**config.mk**
```make
export PLATFORM = sky130hd
export DESIGN_NAME = audio_output_stage
export DESIGN_NICKNAME = d
export VERILOG_FILES = /design/src/rtl/audio_output_stage.sv
export SDC_FILE = /design/constraint.sdc
export NUM_CORES = 1
export LEC_CHECK = 0
export CAP_MARGIN = 20
export CORE_UTILIZATION = 60
export CTS_CLUSTER_DIAMETER = 80
export CTS_CLUSTER_SIZE = 30
export DETAILED_ROUTE_END_ITERATION = 16
export GPL_TIMING_DRIVEN = 0
export PLACE_DENSITY = 0.78
export SYNTH_ARGS = -nofsm -noshare
export SYNTH_HDL_FRONTEND = slang
export SYNTH_SLANG_ARGS = --single-unit
```
**constraint.sdc**
```tcl
create_clock -name clk -period 19.5 [get_ports clk]
set_input_delay 1.95 -clock clk [delete_from_list [all_inputs] [get_ports clk]]
set_output_delay 1.95 -clock clk [all_outputs]
set_load 0.02 [all_outputs]
```
**src/rtl/audio_output_stage.sv**
```systemverilog
// Final audio stage: boxcar decimation, DC-blocking high-pass, click-free mute
// ramp with 2-bit volume, and signed 16-bit output with a one-cycle strobe.
module audio_output_stage #(
   parameter int DECIM_LOG2 = 6,
   parameter int DC_SHIFT   = 10
) (
   input  logic        clk,
   input  logic        rst,
   input  logic        clk_3MHz_en,
   input  logic [15:0] in,
   input  logic        mute,
   input  logic [1:0]  vol,
   output logic [15:0] out,
   output logic        out_valid,
   output logic        muted
);

   localparam int AW = 16 + DECIM_LOG2;

   typedef enum logic [1:0] {
      MUTED     = 2'd0,
      RAMP_UP   = 2'd1,
      ACTIVE    = 2'd2,
      RAMP_DOWN = 2'd3
   } ramp_state_t;

   // Stage 0: accumulator and window counter
   logic [AW-1:0]         acc;
   logic [AW-1:0]         acc_sum;
   logic [DECIM_LOG2-1:0] cnt;
   logic [15:0]           avg;
   logic                  avg_valid;

   assign acc_sum = acc + {{DECIM_LOG2{1'b0}}, in};

   always_ff @(posedge clk) begin
      if (rst) begin
         acc       <= '0;
         cnt       <= '0;
         avg       <= '0;
         avg_valid <= 1'b0;
      end else begin
         avg_valid <= 1'b0;
         if (clk_3MHz_en) begin
            cnt <= cnt + 1'b1;
            if (&cnt) begin
               avg       <= acc_sum[AW-1:DECIM_LOG2];
               acc       <= '0;
               avg_valid <= 1'b1;
            end else begin
               acc <= acc_sum;
            end
         end
      end
   end

   // Stages 1-2: signed conversion and DC block at 18-bit width
   logic signed [15:0] x;
   logic signed [15:0] x_prev;
   logic signed [15:0] y_prev;
   logic               y_valid;
   logic signed [17:0] x_ext;
   logic signed [17:0] xp_ext;
   logic signed [17:0] yp_ext;
   logic signed [17:0] leak;
   logic signed [17:0] y_full;
   logic signed [15:0] y_sat;

   assign x      = $signed(avg ^ 16'h8000);
   assign x_ext  = {{2{x[15]}}, x};
   assign xp_ext = {{2{x_prev[15]}}, x_prev};
   assign yp_ext = {{2{y_prev[15]}}, y_prev};
   assign leak   = yp_ext >>> DC_SHIFT;
   assign y_full = x_ext - xp_ext + yp_ext - leak;

   always_comb begin
      y_sat = y_full[15:0];
      if (y_full > 18'sd32767) begin
         y_sat = 16'sh7FFF;
      end else if (y_full < -18'sd32768) begin
         y_sat = 16'sh8000;
      end
   end

   always_ff @(posedge clk) begin
      if (rst) begin
         x_prev  <= '0;
         y_prev  <= '0;
         y_valid <= 1'b0;
      end else begin
         y_valid <= avg_valid;
         if (avg_valid) begin
            x_prev <= x;
            y_prev <= y_sat;
         end
      end
   end

   // Stage 3: ramp FSM, gain multiply and volume shift
   ramp_state_t state;
   ramp_state_t state_next;
   logic [8:0]  gain;
   logic [8:0]  gain_next;

   always_comb begin
      state_next = state;
      gain_next  = gain;
      unique case (state)
         MUTED: begin
            if (!mute) begin
               state_next = RAMP_UP;
               gain_next  = 9'd1;
            end
         end
         RAMP_UP: begin
            if (mute) begin
               gain_next  = gain - 9'd1;
               state_next = (gain == 9'd1) ? MUTED : RAMP_DOWN;
            end else begin
               gain_next = gain + 9'd1;
               if (gain == 9'd255) state_next = ACTIVE;
            end
         end
         ACTIVE: begin
            if (mute) begin
               state_next = RAMP_DOWN;
               gain_next  = 9'd255;
            end
         end
         RAMP_DOWN: begin
            if (!mute) begin
               gain_next  = gain + 9'd1;
               state_next = (gain == 9'd255) ? ACTIVE : RAMP_UP;
            end else begin
               gain_next = gain - 9'd1;
               if (gain == 9'd1) state_next = MUTED;
            end
         end
         default: begin
            state_next = MUTED;
            gain_next  = 9'd0;
         end
      endcase
   end

   logic signed [25:0] y_ext26;
   logic signed [25:0] g_ext26;
   logic signed [25:0] prod;
   logic signed [25:0] scaled;
   logic signed [25:0] shifted;

   assign y_ext26 = {{10{y_prev[15]}}, y_prev};
   assign g_ext26 = {17'd0, gain_next};
   assign prod    = y_ext26 * g_ext26;
   assign scaled  = prod >>> 8;
   // ~vol equals 3 - vol for a 2-bit value
   assign shifted = scaled >>> (~vol);

   always_ff @(posedge clk) begin
      if (rst) begin
         out       <= '0;
         out_valid <= 1'b0;
         state     <= MUTED;
         gain      <= '0;
      end else begin
         out_valid <= y_valid;
         if (y_valid) begin
            out   <= shifted[15:0];
            state <= state_next;
            gain  <= gain_next;
         end
      end
   end

   assign muted = (state == MUTED);

endmodule

```
==> results.md, run 1 <==
- Die area: 21820 um^2
- GR Util met1: a little under two fifths
- Critical Path Fanout Max: 10
- Core Box Area: approximately 20000 um^2
- Detail Route Antenna Nets: 0
- Most Used Layer, Global Route: met2
- Worst slew pin tran: 918.8 ps
- CTS tree: yes
- Area of the multi-input gates: 9495 um^2
- Clock root buffer master: clkbuf_16
- Crit path time final: about 9600 ps
- PortBufs: 37
- DRT Pass-1 Iters: 5
- Arrival time worst endpoint: 9930 ps
- Internal Pwr Total: 0.3431 mW
- Gpl congestion: 0.9819
- Cell Area, Synth: 12740 um^2
- First-pass GRT wire length: 52740 um
- Reg2Reg Setup Slack: 11130 ps
- Final Max Slew Viols: 0
- CP peak stage delay: 770 ps
- FILL cells: between 1.5k and 2k
- Inserted Diodes: 0
- TritonCTS Buffers: 9
- Largest net degree at the start of global routing: 22
- Routed vias/inst: 5.863
- Most used cell, CP: fa_1
- Initial antenna violation count: 0
- Crit path launch: mute
- Syn_nets: 1776
- Setup TNS: 0 ps
- # rows: 52
- Maxcap violations: 0
- Max IR drop VDD: 0.04249 mV
- Final wirelength: 32400 um
- CP endpoint kind: flip-flop
- Hold path start: acc[15]
- H-tree levels: 3
- Outcome: finished clean
- Clock insertion delay at the later pin of the skew report: 360 ps
- Post-DP HPWL: between 20000 and 30000 um
- Iter 0 DRT Violations: 804
- Vias in the first global route: 10.70k
- Worst-path clk slew: 90 ps
- Finish-stage setup viols: 0
- CP max stage cell: a2111oi_0
- Initial core utilization: 62.17%
- Hold Crit Class: reg2reg
- Hold-fix buffers, CTS: 0
- Routing usage on met2: 54.60%
- Final Hold Fails: 0
- Startpoint class of the critical path: input port
- CTS Buffer Depth: 2
- Sw Ratio: 29.47%
- Fin util: 67.16%
- Pleak: 6.054 nW
- Clock tree sinks: 106
- Dominant synthesized flop cell: dfxtp_1
- Post-synthesis sequential area ratio: 16.65%
- Met3 usage: under 10%
- Synth Instances: about 1.5k
- Worst Path Required: 19810 ps
- DR vias: 10.73k
- Post-synth EDFFs: 0
- Register area: 2122 um^2
- Psw: roughly 0.14 mW
- Avg Inst Size Synth: 8.461 um^2
- Combinational power share: 15.4%
- RSZ-0062 raised after global routing: false
- Total track usage: 30.76%
- Slew margin rel.: around two fifths
- Final Cycle Share: 49.33%
- Post-CTS Setup Bufs: 0
- Fmax: between 100 and 150 MHz
- Area Overhead vs Synth: 8.023%
- DRC: 0
- Critical path's top delay family: adder cells
- Worst r2r src: state[0]
- Layout cells sized above 1: 4.295%
- PwrDens: 35.34 nW/um^2
- Sequential share of power: between 40% and 50%
- Drt wl/cell: roughly 18 um
- Grt ovf: 0
- Die Height: 147.7 um
- Share of synthesized flip-flops with an asynchronous set or reset: 0%
- Flops & latches, synth: between 100 and 150
- Crit Path Class: in2reg
- Synth Warn #: 0
- Unique masters post-synth: 84
- Fin Hold WS: 489.9 ps
- Clock Skew: 15.21 ps
- Buf/Inv on CP: 7
- Post-cts gate resize count: 0
- IO Count: 40
- Clock power share: 38.6%
- # nets final: 1825
- Die X: 147.7 um
[synthesized netlist by cell type (8+ instances only)]
cell	count	share of area [%]
inv_1	219	6.5
fa_1	154	24
nor2_1	148	4.4
nand2_1	123	3.6
dfxtp_1	106	17
ha_1	94	9.2
a21oi_1	81	3.2
clkbuf_1	47	1.4
nor2b_1	46	2.3
and2_1	41	2.0
xnor2_1	40	2.7
o21ai_0	29	1.1
nand2b_1	28	1.4
nor3_1	28	1.1
mux2i_1	27	2.1
xor2_1	22	1.5
buf_1	21	0.62
nand3_1	21	0.82
a211oi_1	18	1.1
a21o_1	18	1.1
o21a_1	13	0.77
a211oi_2	12	1.2
or3_1	9	0.44
a31oi_1	8	0.39
and3_1	8	0.39
[cells in the final DEF, fill, tap and decap left out, types with 6 or more instances in the layout]
cell and count:
a211oi_1 18, a21o_1 18, mux2i_1 27, fa_1 154, inv_1 219, nor3_1 28
clkbuf_16 9, and2_1 41, xor2_1 22, a21oi_1 81, clkdlybuf4s50_1 37, nand2_1 123
nor2_1 148, o221ai_1 6, buf_1 21, nor3b_1 7, nor2b_1 46, clkbuf_1 47
dfxtp_1 106, o21a_1 13, a211oi_2 12, xnor2_1 40, or3_1 9, o21ai_0 29
nand2b_1 28, and3_1 8, nand4_1 7, a31oi_1 8, nand3_1 21, ha_1 94
o31ai_1 6
[stage by stage]
stage                     total power, mW  std cells  area, um^2  setup WS (ps)
after floorplan                    0.2818       1506       12740          10760
after global placement             0.3008       1813       13450           9381
after detailed placement           0.3023       1814       13460           9660
after CTS                          0.4864       1830       13760          10040
after global routing               0.5037       1830       13760           9648
final                              0.4864       1830       13760           9880
[power by group through the flow]
stage                     logic, mW  registers (mW)  clock network, mW
after floorplan              0.0535           0.228                  0
after global placement       0.0721           0.229                  0
after detailed placement     0.0734           0.229                  0
after CTS                    0.0739           0.224              0.189
after global routing         0.0822           0.225              0.197
final                        0.0747           0.224              0.188
[layer usage]
layer	vias up	routed length, um
met4	0	1436
met2	372	15970
met5	-	0
met3	93	1963
li1	5045	-
met1	5219	13030
[final timing paths]
check                  to  cells past startpoint
hold reg to reg   acc[15]                      1
hold / removal    acc[15]                      1
setup reg to reg  out[10]                     24
setup / recovery  out[10]                     25
[cells by family after synthesis]
kind of cell | share of synthesized area [%]
and+or+nand+nor | 18.64
muxes | 2.474
DFF | 16.65
buffers and inverters | 8.828
xor gates and xnor gates | 4.262
AOI/OAI and AO/OA | 15.64
adders and majority gates | 33.50
[final cells by class]
| cell class | instances | area share [%] |
|---|---|---|
| inverters | 219 | 5.972 |
| repair buffers | 38 | 2.727 |
| flip-flops and latches | 106 | 15.42 |
| multi-input cells | 1107 | 68.98 |
| clock inverters | 7 | 0.6090 |
| well taps | 270 | 2.454 |
| clock buffers | 9 | 1.636 |
| plain buffers | 74 | 2.200 |
[state kept, by name, summed over array words and instances (netlist names), 2 cells and up]
signal and count:
state 2, cnt 6, gain 9, out 16, x_prev 16, avg 16, acc 22, y_prev 16
No activity file was read; power rests on OpenSTA's default activity.
==> inputs of run 2 (changes only) <==
- clock period: 19.5 -> 10.03 ns (I/O delays scaled with it)
==> results of run 2 <==
Same layout as run 1 (identical final DEF). Status: finished clean.
Main changes from that run: setup slack after placement 9660 ps -> 1137 ps; setup slack after layout 9880 ps -> 1357 ps; register-to-register setup slack 11130 ps -> 1660 ps; total power 0.4864 mW -> 0.9456 mW; worst IR drop on VDD 0.04249 mV -> 0.08261 mV
